### src/rtl/vec_load_gather.sv
// Vector load gather: fetches vectorSize elements at baseAddr + lane*stride and writes them as one vector.
// Optional macro VEC_LOAD_MASK_EN adds the laneMask port for per-lane skipping.
module vec_load_gather #(
   parameter int registerSize  = 8,
   parameter int selectionBits = 2,
   parameter int vectorSize    = 4,
   parameter int addrWidth     = 16
) (
   input  logic                                   clk,
   input  logic                                   reset,
   input  logic                                   start,
   input  logic [addrWidth-1:0]                   baseAddr,
   input  logic [addrWidth-1:0]                   stride,
   input  logic [selectionBits-1:0]               destReg,
   output logic                                   memRdEn,
   output logic [addrWidth-1:0]                   memAddr,
   input  logic [registerSize-1:0]                memRdData,
   input  logic                                   memRdValid,
   output logic                                   regWrEn,
   output logic [selectionBits-1:0]               regToWrite,
   output logic [vectorSize*registerSize-1:0]     regWriteData,
   output logic                                   busy,
   output logic                                   done
`ifdef VEC_LOAD_MASK_EN
   ,
   input  logic [vectorSize-1:0]                  laneMask
`endif
);

   localparam int LW = (vectorSize > 1) ? $clog2(vectorSize) : 1;

   typedef enum logic [1:0] {IDLE, REQ, WAIT, WRITE} state_t;

   state_t                                     state, state_next;
   logic [LW-1:0]                              lane, lane_next;
   logic [addrWidth-1:0]                       base, step;
   logic [selectionBits-1:0]                   dest;
   logic [vectorSize-1:0][registerSize-1:0]    buffer, buffer_next, vec_q;
   logic                                       first_found, after_found;
   logic [LW-1:0]                              first_lane, after_lane;

`ifdef VEC_LOAD_MASK_EN
   logic [vectorSize-1:0]                      mask;

   // Descending scans so the lowest qualifying lane wins.
   always_comb begin
      first_found = 1'b0;
      first_lane  = '0;
      after_found = 1'b0;
      after_lane  = '0;
      for (int unsigned i = vectorSize; i > 0; i--) begin
         if (laneMask[i-1]) begin
            first_found = 1'b1;
            first_lane  = LW'(i - 1);
         end
         if (mask[i-1] && ((i - 1) > 32'(lane))) begin
            after_found = 1'b1;
            after_lane  = LW'(i - 1);
         end
      end
   end
`else
   always_comb begin
      first_found = 1'b1;
      first_lane  = '0;
      after_found = (lane != LW'(vectorSize - 1));
      after_lane  = lane + 1'b1;
   end
`endif

   always_comb begin
      state_next  = state;
      lane_next   = lane;
      buffer_next = buffer;
      case (state)
         IDLE: begin
            if (start) begin
               lane_next   = first_lane;
               buffer_next = '0;
               state_next  = first_found ? REQ : WRITE;
            end
         end
         REQ:  state_next = WAIT;
         WAIT: begin
            if (memRdValid) begin
               buffer_next[lane] = memRdData;
               if (after_found) begin
                  lane_next  = after_lane;
                  state_next = REQ;
               end else begin
                  state_next = WRITE;
               end
            end
         end
         WRITE: state_next = IDLE;
         default: state_next = IDLE;
      endcase
   end

   always_ff @(posedge clk) begin
      if (reset) begin
         state  <= IDLE;
         lane   <= '0;
         buffer <= '0;
         vec_q  <= '0;
         base   <= '0;
         step   <= '0;
         dest   <= '0;
`ifdef VEC_LOAD_MASK_EN
         mask   <= '0;
`endif
      end else begin
         state  <= state_next;
         lane   <= lane_next;
         buffer <= buffer_next;
         // Output vector is loaded on entry to WRITE so it is valid alongside regWrEn.
         if (state_next == WRITE && state != WRITE)
            vec_q <= buffer_next;
         if (state == IDLE && start) begin
            base <= baseAddr;
            step <= stride;
            dest <= destReg;
`ifdef VEC_LOAD_MASK_EN
            mask <= laneMask;
`endif
         end
      end
   end

   always_comb begin
      memRdEn      = (state == REQ);
      memAddr      = (state == REQ) ? (base + addrWidth'(lane) * step) : '0;
      regWrEn      = (state == WRITE);
      done         = (state == WRITE);
      regToWrite   = (state == WRITE) ? dest : '0;
      busy         = (state != IDLE);
      regWriteData = vec_q;
   end

endmodule

### config.mk
export PLATFORM = sky130hd
export DESIGN_NAME = vec_load_gather
export DESIGN_NICKNAME = d
export VERILOG_FILES = /design/src/rtl/vec_load_gather.sv
export SDC_FILE = /design/constraint.sdc
export NUM_CORES = 1
export LEC_CHECK = 0
export CAP_MARGIN = 15
export CORE_MARGIN = 1.5
export CORE_UTILIZATION = 55
export DETAILED_ROUTE_END_ITERATION = 6
export PLACE_DENSITY = 0.85
export SLEW_MARGIN = 20
export SYNTH_ARGS = -nofsm -noshare
export SYNTH_HDL_FRONTEND = slang
export SYNTH_SLANG_ARGS = --single-unit
### constraint.sdc
create_clock -name clk -period 12 [get_ports clk]
set_input_delay 3.6 -clock clk [delete_from_list [all_inputs] [get_ports clk]]
set_output_delay 3.6 -clock clk [all_outputs]
set_load 0.01 [all_outputs]
==> flow_summary_export.csv <==
group,metric,value,unit
worst_setup_path,crit_path_cell_trace,"nand2_1 -> fa_1 -> inv_1 -> ha_1 -> fa_1 -> a211oi_2 -> o21ai_2 -> a211oi_1 -> o211ai_1 -> o31ai_1 -> clkdlybuf4s50_1",
grt,globalRouteTotalUtil,0.252,
clocking,cts_inserted_buffers,9,
route,route.top_layer_used,"met4",
worst_hold_path,min_path_type,"reg2reg",
synth,postSynthRegisterBits,94,
sta,worst_pin_slew,0.970,ns
pwr,power_density,100,nW/µm²
placed_design,half_perimeter_wire_length_of_the_detailed_placement_result,8650,µm
job,maxCapViolCount,0,
synth,dominantRegCellSynth,"sky130_fd_sc_hd__dfxtp_1",
cells_and_area,fraction_of_final_layout_cells_with_drive_strength_greater_than_1,0.0621,
route,detail_route.wl_per_cell,14.8,µm
synth,synth.yosys.warnings,0,
clocking,postCtsSetupBuffers,0,
clocking,total_number_of_clock_tree_sinks,94,
die,core_region_area,8640,µm²
route,wl_met1,5330,µm
grt,grt_start_max_net_pins,95,
worst_setup_path,cp_data_required_time,8.40,ns
worst_setup_path,critical_path_type,"reg2out",
sta,grt_setup_unrepaired,"false",
die,ios,100,
sta,final_report_hold_violation_count,0,
clocking,insertion_delay,0.36,ns
worst_setup_path,crit_path_start_kind,"register",
clocking,cts_tree,"done",
route,detail_route.vias_per_cell,5.44,
clocking,max-clock-path-buffers,2,
worst_setup_path,critPathCaptureType,"output port",
clocking,cts_hold_repair.buffers,0,
worst_setup_path,critPathMaxFanout,18,
clocking,cts_htree_levels,3,
cells_and_area,layout-area-overhead-vs-synth,23.4,%
die,die_height,96.8,µm
grt,grt_pass1_wl,19400,µm
synth,synthesis.area,4840,µm²
synth,mappedNetlistNets,677,
run_status,run_status,"finished, final reports clean",
sta,timing.final.setup_violations,0,
synth,synth-edff-count,0,
cells_and_area,nNetsFinal,751,
die,die_w,96.8,µm
sta,worst_clock_skew,0.00853,ns
cells_and_area,diodes,0,
synth,asyncSetResetFlopFracSynth,0,
route,drt-total-wl,11600,µm
route,num_vias,4263,
sta,post-route-min-period,7.76,ns
die,floorplan.initialDensity,0.561,
sta,timing.fmax,129,MHz
sta,timing.final.max_slew_violations,0,
grt,vias_in_the_first_global_route,4267,
synth,synthesis.instances,597,
die,fp.dieArea,9370,µm²
synth,synth.avg_cell_area,8.11,µm²
clocking,buffer_cell_driving_the_clock_tree_root,"sky130_fd_sc_hd__clkbuf_8",
route,met3_wirelength,453,µm
placed_design,place.gp.congestion,0.824,
route,detailedRoute.firstPassIterationCount,4,
clocking,post_cts_resize_count,0,
grt,antenna_violations_before_repair,0,
synth,post_synthesis_sequential_area_ratio,0.389,
clocking,clk_pin_slew_worst_paths,0.09,ns
worst_setup_path,slowest_delay,0.70,ns
worst_setup_path,critical-path-top-cell-by-count,"sky130_fd_sc_hd__fa_1",
route,drc_errors,0,
pwr,post-layout-total-power,599,µW
sta,slew_headroom,0.353,
placed_design,io_buffers,99,
worst_setup_path,crit_arrival,4.16,ns
sta,timing.final.crit_share,0.647,
sta,setup_tns,0,ns
route,met2_wirelength,5580,µm
route,drt-initial-drc-count,241,
pwr,static-leakage-power,0.00233,µW
grt,globalRouteOverflowTotal,0,
die,rows,34,
synth,synthDistinctLibCells,48,
pwr,ir_worst_vdd,0.0815,mV
worst_setup_path,critical_path.slowest_cell,"sky130_fd_sc_hd__dfxtp_1",
route,route.antenna.remaining_nets,0,
## cells in the final DEF, fill, tap and decap left out, types with 2 or more instances in the layout
| cell type | Yosys | layout |
|---|---|---|
| sky130_fd_sc_hd__fa_1 | 15 | 15 |
| sky130_fd_sc_hd__o21bai_1 | 3 | 3 |
| sky130_fd_sc_hd__buf_4 | 4 | 2 |
| sky130_fd_sc_hd__clkbuf_8 | 0 | 10 |
| sky130_fd_sc_hd__and2_1 | 7 | 6 |
| sky130_fd_sc_hd__a211o_1 | 2 | 2 |
| sky130_fd_sc_hd__a21oi_2 | 5 | 5 |
| sky130_fd_sc_hd__a21o_1 | 9 | 9 |
| sky130_fd_sc_hd__o21a_1 | 2 | 2 |
| sky130_fd_sc_hd__xor2_1 | 4 | 4 |
| sky130_fd_sc_hd__a211oi_2 | 10 | 10 |
| sky130_fd_sc_hd__nand2b_1 | 3 | 3 |
| sky130_fd_sc_hd__xnor2_1 | 5 | 5 |
| sky130_fd_sc_hd__nand3_1 | 5 | 5 |
| sky130_fd_sc_hd__o21ai_2 | 2 | 2 |
| sky130_fd_sc_hd__ha_1 | 19 | 19 |
| sky130_fd_sc_hd__o21ai_0 | 8 | 8 |
| sky130_fd_sc_hd__dfxtp_1 | 94 | 94 |
| sky130_fd_sc_hd__nor2_1 | 66 | 66 |
| sky130_fd_sc_hd__nor3_1 | 2 | 2 |
| sky130_fd_sc_hd__a31oi_1 | 2 | 2 |
| sky130_fd_sc_hd__a21oi_1 | 58 | 58 |
| sky130_fd_sc_hd__clkinvlp_4 | 0 | 2 |
| sky130_fd_sc_hd__nand2_1 | 121 | 121 |
| sky130_fd_sc_hd__and3_1 | 13 | 13 |
| sky130_fd_sc_hd__a22oi_1 | 16 | 16 |
| sky130_fd_sc_hd__inv_1 | 47 | 47 |
| sky130_fd_sc_hd__clkinv_4 | 0 | 2 |
| sky130_fd_sc_hd__a211oi_1 | 23 | 23 |
| sky130_fd_sc_hd__clkdlybuf4s50_1 | 0 | 98 |
## final timing paths
path	start	to	slack (ns)	cells past startpoint
max	lane[1]$_SDFFE_PP0P_	memAddr[15]	4.24	11
min	dest[1]$_SDFFE_PP0P_	dest[1]$_SDFFE_PP0P_	0.46	2
max reg2reg	lane[0]$_SDFFE_PP0P_	regWriteData[15]$_SDFFE_PP0P_	9.89	4
min reg2reg	dest[1]$_SDFFE_PP0P_	dest[1]$_SDFFE_PP0P_	0.46	2
## through the flow
| step | utilization | area (µm²) | hold slack [ns] | std cells | setup slack [ns] |
|---|---|---|---|---|---|
| 2_1_floorplan | - | 4840 | 0.432 | 597 | 5.63 |
| 3_3_place_gp | 0.670 | 5780 | 0.444 | 768 | 4.86 |
| 3_5_place_dp | 0.670 | 5780 | 0.446 | 768 | 4.63 |
| 4_1_cts | 0.692 | 5970 | 0.459 | 784 | 4.23 |
| 5_1_grt | 0.692 | 5970 | 0.476 | 784 | 3.97 |
| 6_report | 0.692 | 5970 | 0.457 | 784 | 4.24 |
## cells by family after synthesis
kind of cell	share of synthesized area
simple gates	0.195
flops	0.389
xor+xnor	0.0163
mux	0.00207
compound gates	0.210
fa+ha+maj	0.111
buf+inv	0.0773
## cell type report
type | count | area (µm²)
Fill cell | 674 | 2660
Inverter | 48 | 180
Timing Repair Buffer | 101 | 1000
Tap cell | 108 | 135
Clock inverter | 6 | 52.6
Clock buffer | 10 | 138
Multi-Input combinational cell | 417 | 2590
Sequential cell | 94 | 1880
## metal layers
metal / up-vias / global-route usage
li1: 2118 / -
met3: 25 / 0.0368
met2: 124 / 0.432
met4: 0 / 0.100
met1: 1996 / 0.318
met5: - / 0
## sequential cells by signal, summed over array words and instances, names as in the netlist
name,flops
buffer,24
dest,2
step,16
state,2
lane,2
regWriteData,32
base,16
## Yosys cell counts, types with 2 or more instances
master	count	area [µm²]
sky130_fd_sc_hd__nand2_1	121	454
sky130_fd_sc_hd__dfxtp_1	94	1880
sky130_fd_sc_hd__nor2_1	66	248
sky130_fd_sc_hd__a21oi_1	58	290
sky130_fd_sc_hd__inv_1	47	176
sky130_fd_sc_hd__a211oi_1	23	173
sky130_fd_sc_hd__ha_1	19	238
sky130_fd_sc_hd__a22oi_1	16	120
sky130_fd_sc_hd__buf_2	16	80.1
sky130_fd_sc_hd__clkbuf_1	15	56.3
sky130_fd_sc_hd__fa_1	15	300
sky130_fd_sc_hd__and3_1	13	81.3
sky130_fd_sc_hd__a211oi_2	10	125
sky130_fd_sc_hd__a21o_1	9	67.6
sky130_fd_sc_hd__o21ai_0	8	40.0
sky130_fd_sc_hd__and2_1	7	43.8
sky130_fd_sc_hd__a21oi_2	5	43.8
sky130_fd_sc_hd__nand3_1	5	25.0
sky130_fd_sc_hd__xnor2_1	5	43.8
sky130_fd_sc_hd__buf_4	4	30.0
sky130_fd_sc_hd__xor2_1	4	35.0
sky130_fd_sc_hd__nand2b_1	3	18.8
sky130_fd_sc_hd__o21bai_1	3	22.5
sky130_fd_sc_hd__a211o_1	2	17.5
sky130_fd_sc_hd__a31oi_1	2	12.5
sky130_fd_sc_hd__buf_6	2	22.5
sky130_fd_sc_hd__nor3_1	2	10.0
sky130_fd_sc_hd__o21a_1	2	15.0
sky130_fd_sc_hd__o21ai_2	2	17.5
## critical path, delay by kind of cell (launching register included)
| kind | cells | cell delay [ns] |
|---|---|---|
| flops | 1 | 0.70 |
| fa+ha+maj | 3 | 1.22 |
| compound gates | 5 | 1.08 |
| simple gates | 1 | 0.18 |
| buf+inv | 2 | 0.62 |
## power breakdown
part           switching [µW]  internal, µW  leakage, µW
Sequential               6.40           320     0.000763
Clock                     115          83.8    0.0000910
Combinational            42.2          31.3      0.00148
No activity file was read; power rests on OpenSTA's default activity.
